`src/rtl/uart_rx.sv`:
```
`default_nettype none
// ============================================================================
// Module   : uart_rx
// Purpose  : 8N1 UART receiver. It synchronizes rx and detects the start-bit
//            falling edge. It checks the start bit at mid-bit, samples eight
//            data bits LSB first, and checks the stop bit. The received byte
//            goes to a one-entry valid/ready output register.
// Ports    : clk       - system clock, rising-edge active
//            rst       - asynchronous active-low reset
//            rx        - asynchronous serial line, idle high
//            data      - received byte, meaningful while valid=1
//            valid     - data holds an unconsumed byte
//            ready     - consumer accepts data (transfer on valid & ready)
//            busy      - receiver is inside a frame (state != IDLE)
//            frame_err - one-cycle pulse when the stop bit is sampled low
//            overrun   - one-cycle pulse when a good byte is dropped
// Revision : 1.0 - initial release
// ============================================================================
module uart_rx #(
  parameter int CLKS_PER_BIT = 16
) (
  input  logic       clk,
  input  logic       rst,
  input  logic       rx,
  input  logic       ready,
  output logic [7:0] data,
  output logic       valid,
  output logic       busy,
  output logic       frame_err,
  output logic       overrun
);

  localparam int CW = $clog2(CLKS_PER_BIT) + 1;
  localparam logic [CW-1:0] HALF_M1 = CW'(CLKS_PER_BIT / 2 - 1);
  localparam logic [CW-1:0] FULL_M1 = CW'(CLKS_PER_BIT - 1);
  localparam logic [CW-1:0] FULL    = CW'(CLKS_PER_BIT);

  typedef enum logic [1:0] {
    IDLE  = 2'd0,
    START = 2'd1,
    DATA  = 2'd2,
    STOP  = 2'd3
  } state_t;

  state_t        state;
  logic          sync1;
  logic          rx_s;
  logic          rx_d;
  logic [CW-1:0] cnt;
  logic [2:0]    idx;
  logic [7:0]    shreg;
  logic          stop_bit;

  always_ff @(posedge clk or negedge rst) begin
    if (!rst) begin
      state     <= IDLE;
      sync1     <= 1'b1;
      rx_s      <= 1'b1;
      rx_d      <= 1'b1;
      cnt       <= '0;
      idx       <= '0;
      shreg     <= '0;
      stop_bit  <= 1'b1;
      data      <= '0;
      valid     <= 1'b0;
      busy      <= 1'b0;
      frame_err <= 1'b0;
      overrun   <= 1'b0;
    end else begin
      sync1     <= rx;
      rx_s      <= sync1;
      rx_d      <= rx_s;
      frame_err <= 1'b0;
      overrun   <= 1'b0;

      // Consumer handshake; a load in the same cycle below overrides this.
      if (valid && ready) begin
        valid <= 1'b0;
      end

      case (state)
        IDLE: begin
          if (rx_d && !rx_s) begin
            state <= START;
            cnt   <= '0;
            busy  <= 1'b1;
          end
        end

        START: begin
          if (cnt == HALF_M1) begin
            cnt <= '0;
            idx <= '0;
            if (!rx_s) begin
              state <= DATA;
            end else begin
              // Line went back high before mid start bit: treat as a glitch.
              state <= IDLE;
              busy  <= 1'b0;
            end
          end else begin
            cnt <= cnt + CW'(1);
          end
        end

        DATA: begin
          if (cnt == FULL_M1) begin
            cnt   <= '0;
            shreg <= {rx_s, shreg[7:1]};
            idx   <= idx + 3'd1;
            if (idx == 3'd7) begin
              state <= STOP;
            end
          end else begin
            cnt <= cnt + CW'(1);
          end
        end

        STOP: begin
          // The stop bit is sampled at count FULL_M1. The result is acted on
          // one cycle later, and the block returns to IDLE at that point.
          if (cnt == FULL) begin
            state <= IDLE;
            busy  <= 1'b0;
            cnt   <= '0;
            if (!stop_bit) begin
              frame_err <= 1'b1;
            end else if (!valid || ready) begin
              data  <= shreg;
              valid <= 1'b1;
            end else begin
              overrun <= 1'b1;
            end
          end else begin
            if (cnt == FULL_M1) begin
              stop_bit <= rx_s;
            end
            cnt <= cnt + CW'(1);
          end
        end

        default: begin
          state <= IDLE;
          busy  <= 1'b0;
        end
      endcase
    end
  end

endmodule
`default_nettype wire

```
`config.mk`:
```
export PLATFORM = sky130hd
export DESIGN_NAME = uart_rx
export DESIGN_NICKNAME = d
export VERILOG_FILES = /design/src/rtl/uart_rx.sv
export SDC_FILE = /design/constraint.sdc
export NUM_CORES = 1
export LEC_CHECK = 0
export ABC_CLOCK_PERIOD_IN_PS = 2200
export CAP_MARGIN = 25
export CORE_AREA = 3 3 61 63
export DETAILED_ROUTE_END_ITERATION = 12
export DIE_AREA = 0 0 64 66
export GPL_ROUTABILITY_DRIVEN = 0
export PLACE_DENSITY = 0.69
export SETUP_SLACK_MARGIN = 0.1
export SYNTH_ARGS = -nofsm -noshare
export SYNTH_HDL_FRONTEND = slang
export SYNTH_SLANG_ARGS = --single-unit
```
`constraint.sdc`:
```
create_clock -name clk -period 2.2 [get_ports clk]
set_clock_uncertainty 0.1 [all_clocks]
set_input_delay 0.22 -clock clk [delete_from_list [all_inputs] [get_ports clk]]
set_output_delay 0.22 -clock clk [all_outputs]
set_load 0.02 [all_outputs]
```
* After elaboration in Yosys (flattened, before gate mapping)
Index checks and enable logic that the tools add are counted.
** Storage, ports and cells
- Bits in registers :: 34
- Input port bits :: 4
- Logic and storage cells :: 75
** Operators by class
- $add $sub $neg :: 2
- Equality and inequality tests :: 13
- Mux-type cells :: 32
- Bitwise operators :: 1
- Reductions and logical operators :: 14
** Operators by type and width (number)
- two-way mux 5 bit :: 4
- one-hot mux 5 bit (4 select lines) :: 1
- two-way mux 1 bit :: 16
- two-way mux 2 bit :: 6
- inequality test 2 bit (second input constant) :: 6
- AND reduction 5 bit :: 2
- one-hot mux 2 bit (4 select lines) :: 1
- two-way mux 3 bit :: 2
- one-hot mux 3 bit (2 select lines) :: 1
- AND reduction 3 bit :: 2
- adder 5 x 1 -> 5 bit (second input constant) :: 1
- equality test 5 x 3 -> 1 bit (second input constant) :: 1
- equality test 5 x 4 -> 1 bit (second input constant) :: 1
- equality test 5 bit (second input constant) :: 1
- equality test 2 bit (second input constant) :: 2
- AND reduction 4 bit :: 1
- adder 3 x 1 -> 3 bit (second input constant) :: 1
- equality test 3 bit (second input constant) :: 1
- one-hot mux 1 bit (3 select lines) :: 1
- nonzero test 3 bit :: 1
- equality test 2 x 1 -> 1 bit (second input constant) :: 1
- logical AND 1 bit :: 2
- zero test 1 bit :: 2
- zero test 2 bit :: 1
- other kinds (4) :: 4

* Logic depth before layout (Yosys ltp)
Gate-level depths: netlist of run 1.
- Depth in word-level cells :: 6
- Depth in mapped cells :: 6
- Gate-level depth less buffers :: 6

* Worst setup path after synthesis of run 1
OpenSTA, ideal clock, no wires.
- Path kind :: reg-to-reg
- From :: reg cnt[0]
- To :: reg data[0]
- Library setup time :: 0.125 ns
- Arrival time :: 1.676 ns
- Path slack :: 0.300 ns
- Stages on the path, launching flop included :: 7
- Clock period less this slack :: 1.900 ns
- Cells stage by stage :: dfrtp_1 > inv_1 > ha_1 > nand4bb_1 > buf_2 > nor4b_4 > mux2_2
** Between the ends
- Word-level cells in the longest chain between the ends :: 2
** Ends and longest elaborated chain
- start: declaration :: RTL line 49 : logic [CW-1:0] cnt;
- start signal: assignment :: RTL line 102 : cnt <= cnt + CW'(1);
- start signal: assignment :: RTL line 115 : cnt <= cnt + CW'(1);
- start signal: assignment :: RTL line 138 : cnt <= cnt + CW'(1);
- equality test 5 bit :: RTL line 122 : if (cnt == FULL) begin
- AND reduction 4 bit (no source line)
- end signal: assignment :: RTL line 129 : data <= shreg;
- end: declaration :: RTL line 26 : output logic [7:0] data,
Every way passes these cells.
A chain may end at the register's enable or synchronous reset.

* Final worst setup path of run 1
- From :: reg cnt[1]
- To :: reg idx[1]
** Between the ends
- Word-level cells in the longest chain between the ends :: 3
- Elaborated cells between the ends (all ways) :: 5
- Those cells by class :: eq/ne: 4; reduce/logical: 1
** Ends and longest elaborated chain
- equality test 5 x 4 -> 1 bit or equality test 5 x 3 -> 1 bit (tied branches) :: RTL line 107, 91
- inequality test 2 bit (no source line)
- AND reduction 3 bit (no source line) *
- end signal: assignment :: RTL line 110 : idx <= idx + 3'd1;
- end: declaration :: RTL line 50 : logic [2:0] idx;
Every way passes the cells marked *; elsewhere a longest branch is shown, timed or not.

==> results of run 1 <==
registers in the layout, summed over array words and instances (netlist names), 3 cells and up, named ones only:
name,flops
shreg,8
data,8
cnt,5
idx,3
worst max-delay path: cells and delay by family, from the launching register on:
kind                       cells  cell delay, ns
adders and majority gates      2            0.46
DFF                            1            0.42
and+or+nand+nor                2            0.37
muxes                          1            0.35
AOI/OAI and AO/OA              1            0.23
cell usage in the layout, fill, tap and decap left out, drive strengths merged:
cell type      Yosys  final
dfrtp             30     30
mux2              17     17
clkdlybuf4s50      0     15
inv                9      9
buf                1      8
ha                 7      7
nand2              6      6
nor2b              6      6
clkbuf             3      6
nor2               4      4
a31oi              4      4
o21ai              4      4
nand3              4      4
dfstp              4      4
nand2b             3      3
nand3b             3      3
a22o               3      3
and3               2      2
a21oi              2      2
a22oi              2      2
a32oi              2      2
or3                2      2
o221ai             2      2
clkinv             0      2
nand4bb            1      1
nor3               1      1
a21o               1      1
nor4bb             1      1
and2               1      1
a2bb2oi            1      1
xnor2              1      1
nor4b              1      1
o32ai              1      1
o211ai             1      1
logic make-up after synthesis:
group | count (synthesis) | share of synthesized area
AND/OR/NAND/NOR | 35 | 0.138
flip-flops | 34 | 0.543
AO/OA/AOI/OAI | 23 | 0.104
multiplexers | 17 | 0.122
buffers and inverters | 13 | 0.0318
adder cells (fa/ha/maj) | 7 | 0.0556
XOR/XNOR | 1 | 0.00556
power breakdown:
group          switching, mW  leakage [nW]  total [mW]  internal, mW
Clock                  0.205        0.0320       0.326         0.122
Sequential            0.0882         0.450       0.800         0.712
Combinational          0.305         0.387       0.545         0.240
Total                  0.598         0.869        1.67          1.07
layout make-up:
cell class / count / area [um^2]
fill: 275 / 1410
sequential: 34 / 856
multi-input combinational: 83 / 669
timing repair buffer: 23 / 210
tap: 46 / 57.6
clock buffer: 6 / 41.3
inverter: 9 / 33.8
clock inverter: 2 / 10.0
per-layer routing:
metal | wire length, um | track usage | share of wire
met3 | 108 | 0.0527 | 0.037
met1 | 1250 | 0.194 | 0.43
met4 | 80 | 0.0889 | 0.028
met2 | 1450 | 0.258 | 0.50
met5 | 0 | 0 | 0
timing repair:
action,CTS,global route
setup endpoints to repair,0,7
setup buffers,0,2
resized for setup,0,0
worst paths after layout:
check / startpoint / endpoint / slack, ns / cells after the start
worst max-delay path: cnt[1] / idx[1] / 0.18 / 6
worst min-delay path: rst / shreg[6] / 0.17 / 2
worst max register to register: cnt[1] / idx[1] / 0.18 / 6
worst min register to register: sync1 / rx_s / 0.26 / 0
max in group asynchronous: rst / stop_bit / 1.49 / 2
min in group clk: rx / sync1 / 0.19 / 1
==> run metrics, run 1 <==
GRT Resource Usage Total=0.162; number of synthesized flops with an enable pin=0; routed vias/inst=5.39; core footprint=3280 um^2; die footprint=4220 um^2; IO Port Bufs=15; Hold Path Class=in2async; Fmax=0.496 GHz; final setup TNS=0 ns; CP required=2.34 ns; non-filler instance count after layout=203; Vias=1094; Placed Area=1810 um^2; CTS hold repair buffers=0; Design Power=1.67 mW; main flop type after synthesis=dfrtp_1; Nets=167; total gr overflow=0; clock sinks=34; Synth Register Bits=34; CTS tree=done; wire per inst=14.2 um; Startpoint Class=flip-flop; minimum hold slack=0.173 ns; Final Hold Fails=0; top-count cell post-synth=dfrtp_1; cell breakdown of the critical path=ha_1, and3_1, ha_1, nand2b_1, mux2_2, a22o_1; ANT nets after route=0; row count=21; clock latency on the worst-skew pair=0.34 ns; setup repair after global routing missed its margin=true; Initial DRT Pass Iterations=4; Post-Synthesis Cells=130; critical path's largest stage delay=0.42 ns; Post-synth top cells=dfrtp_1, mux2_2, inv_1; asr flop ratio synth=1.00; Synth Area per Inst=12.1 um^2; Iter 0 DRT Violations=53; number of global-route vias before repair=1128; Yosys warnings=0; Die X=64 um; antenna cells=0; CP dominant cell by count=ha_1; sequential fraction of the synthesis area=0.543; final worst path period need=2.02 ns; CP Class=reg2reg; CP Max Fanout=4; initial core utilization=0.480; share of layout cells above drive strength 1=0.236; Max IR drop VDD=0.000605 V; crit path DAT=2.15 ns; period utilization=0.916; final WL=2.89 mm; library cells used by synthesis=32; worst slew pin tran=0.531 ns; Post-Route Utilization=0.572; Max Cap Viol=0; syn nets=141; Max Root-Sink Buffers=2; htree depth=2; final setup vio count=0; placed insts=193; largest net degree at the start of global routing=35; Synth top area share=0.477; Relative slew margins=0.641; Power Density=890 nW/um^2; Syn Std Cell Area=1580 um^2; pre-CTS WS=0.168 ns; Worst setup EP type=flip-flop; CTS buffer count=5; status=finished clean; drt drc=0; initial antenna violation count=0; largest cells by area after synthesis=dfrtp_1, mux2_2, dfstp_2, ha_1, nor2b_1; CTS root buffer=clkbuf_4; clk slew on worst S/H paths=0.10 ns; total leakage power=0.869 nW; slowest library cell on the worst path=dfrtp_1; die height=66 um; I/O pins=16; final setup margin=0.184 ns; final instance area=1880 um^2; Post-DP HPWL=2.04 mm; cell accounting for the most synthesized area=dfrtp_1; first-pass GRT wire length=5.17 mm; Area Growth Syn to Fin=19.2%; Pins Over Slew Limit=0
Note: power is estimated with default switching activity, not from simulation.
==> run 2, diff against run 1 <==
--- a/config.mk
+++ b/config.mk
@@ -5,12 +5,13 @@
 export SDC_FILE = /design/constraint.sdc
 export NUM_CORES = 1
 export LEC_CHECK = 0
-export ABC_CLOCK_PERIOD_IN_PS = 2200
+export ABC_CLOCK_PERIOD_IN_PS = 2350
 export CAP_MARGIN = 25
 export CORE_AREA = 3 3 61 63
 export DETAILED_ROUTE_END_ITERATION = 12
 export DIE_AREA = 0 0 64 66
 export GPL_ROUTABILITY_DRIVEN = 0
+export GPL_TIMING_DRIVEN = 1
 export PLACE_DENSITY = 0.69
 export SETUP_SLACK_MARGIN = 0.1
 export SYNTH_ARGS = -nofsm -noshare
==> constraint.sdc (replaced) <==
create_clock -name clk -period 2.35 [get_ports clk]
set_clock_uncertainty 0.1 [all_clocks]
set_input_delay 0.235 -clock clk [delete_from_list [all_inputs] [get_ports clk]]
set_output_delay 0.235 -clock clk [all_outputs]
set_load 0.02 [all_outputs]
==> run metrics, run 2 (same netlist as run 1, synthesis figures left out) <==
CP required=2.48 ns (+0.14 ns); Power Density=855 nW/um^2 (-3.9%); Fmax=0.488 GHz (-1.5%); Metal-1 WL=1.30 mm (+3.4%); Die X=64 um (unchanged); Area Growth Syn to Fin=18.3%; row count=21 (unchanged); number of global-route vias before repair=1109 (-1.7%); initial antenna violation count=0 (unchanged); final WL=2.83 mm (-2.1%); Pins Over Slew Limit=0 (unchanged); CTS buffer count=5 (unchanged); htree depth=2 (unchanged); Relative slew margins=0.619 (-0.0225); drt drc=0 (unchanged); Startpoint Class=flip-flop; RR Endpoint=data[1]; Nets=164 (-1.8%); final setup TNS=0 ns (unchanged); Max Cap Viol=0 (unchanged); status=finished clean; final instance area=1860 um^2 (-0.73%); CP Max Fanout=8 (+4); ANT nets after route=0 (unchanged); Iter 0 DRT Violations=45 (-15%); Largest regs=data: 8 flops, shreg: 8 flops, cnt: 5 flops; final worst path period need=2.05 ns (+0.0309 ns); r2r setup slk=0.30 ns (+0.12 ns); Placed Area=1800 um^2 (-0.41%); most frequent cells in the layout=dfrtp_1, mux2_2, clkdlybuf4s50_1, inv_1, ha_1; period utilization=0.871 (-0.0453); top sig layer=met4; setup repair after global routing missed its margin=false; worst reg2reg path depth=5 (-1); die height=66 um (unchanged); commonest non-fill, non-tap cell in the layout=dfrtp_1; total leakage power=0.859 nW (-1.2%); wire per inst=14.2 um (-0.68%); CP Launch Point=cnt[0]; largest net degree at the start of global routing=35 (unchanged); Vias=1076 (-1.6%); Post-DP HPWL=2.00 mm (-2.0%); share of layout cells above drive strength 1=0.221 (-0.0149); worst setup path endpoint=data[1]; I/O pins=16 (unchanged); clock latency on the worst-skew pair=0.34 ns (about the same); first-pass GRT wire length=5.15 mm (-0.41%); Max Root-Sink Buffers=2 (unchanged); routed vias/inst=5.38 (-0.17%); total gr overflow=0 (unchanged); initial core utilization=0.480 (unchanged); antenna cells=0 (unchanged); GRT Resource Usage Total=0.161 (-0.00112); CTS hold repair buffers=0 (unchanged); core footprint=3280 um^2 (unchanged); worst slew pin tran=0.564 ns (+0.0333 ns); CTS tree=done; clk slew on worst S/H paths=0.10 ns (about the same); CTS root buffer=clkbuf_4; cts repair resizes=0 (unchanged); postcts setup bufs=0 (unchanged); final setup vio count=0 (unchanged); Max IR drop VDD=0.000411 V (-32%); WL met2=1.35 mm (-7.0%); die footprint=4220 um^2 (unchanged); Hold Path Class=in2async; Initial DRT Pass Iterations=6 (+2); CP Class=reg2reg; DR WL met3=126 um (+17%); FF-to-FF Start=cnt[0]; final setup margin=0.303 ns (+0.119 ns); Worst setup EP type=flip-flop; crit path DAT=2.17 ns (+0.02 ns); Filler Cell Count=279 (+1.5%); clock sinks=34 (unchanged); Final Hold Fails=0 (unchanged); IO Port Bufs=15 (unchanged); pre-CTS WS=0.275 ns (+0.106 ns)
[run 2: cell count changes in the layout (fill, tap and decap cells not counted)]
cell and change:
clkbuf_8 +1, buf_4 -3, clkinv_2 -1
[run 2: where the power goes]
group / switching [mW] / internal [mW] / leakage (nW) / total [mW]
clock: 0.189 / 0.145 / 0.0353 / 0.334
sequential: 0.0656 / 0.667 / 0.450 / 0.732
combinational: 0.304 / 0.224 / 0.374 / 0.529
total: 0.558 / 1.04 / 0.859 / 1.59
[run 2: through the flow]
stage | hold WS (ns) | instances | power [mW] | utilization
finish | 0.180 | 200 | 1.59 | 0.568
global placement | 0.251 | 192 | 1.25 | 0.549
floorplan | -0.161 | 130 | 1.10 | -
detailed placement | 0.249 | 192 | 1.27 | 0.549
CTS | 0.196 | 200 | 1.61 | 0.568
global route | 0.193 | 200 | 1.72 | 0.568
[run 2: worst min path at each step]
stage | end | slack [ns] | cells after the start
6_report | idx[2] | 0.18 | 2
3_5_place_dp | rx_s | 0.25 | 0
5_1_grt | sync1 | 0.19 | 1
4_1_cts | data[6] | 0.20 | 2
2_1_floorplan | async pin | -0.16 | 0
3_3_place_gp | rx_s | 0.25 | 0
[run 2: layer usage]
layer,vias to the layer above,GRT usage
met1,533,0.199
met5,-,0
li1,515,-
met4,0,0.0889
met2,22,0.248
met3,6,0.0544
[run 2: area by class of cell]
cell class	instances	area (um^2)	share of cell area
multi-input combinational	83	669	0.359
tap	46	57.6	0.0309
inverter	9	33.8	0.0181
clock buffer	7	55.1	0.0295
sequential	34	856	0.459
timing repair buffer	20	188	0.101
clock inverter	1	5.00	0.00268
[run 2: worst max-delay path: stages, from the launching register on]
cell and delay, ns:
dfrtp_1 0.40, inv_1 0.11, ha_1 0.17, nand4bb_1 0.18
nor4b_4 0.59, mux2_2 0.40
==> run 3, diff against run 2 <==
--- a/config.mk
+++ b/config.mk
@@ -6,7 +6,7 @@
 export NUM_CORES = 1
 export LEC_CHECK = 0
 export ABC_CLOCK_PERIOD_IN_PS = 2350
-export CAP_MARGIN = 25
+export CAP_MARGIN = 30
 export CORE_AREA = 3 3 61 63
 export DETAILED_ROUTE_END_ITERATION = 12
 export DIE_AREA = 0 0 64 66
==> results of run 3 <==
No change in the layout: final DEF, timing and power equal those of run 2.
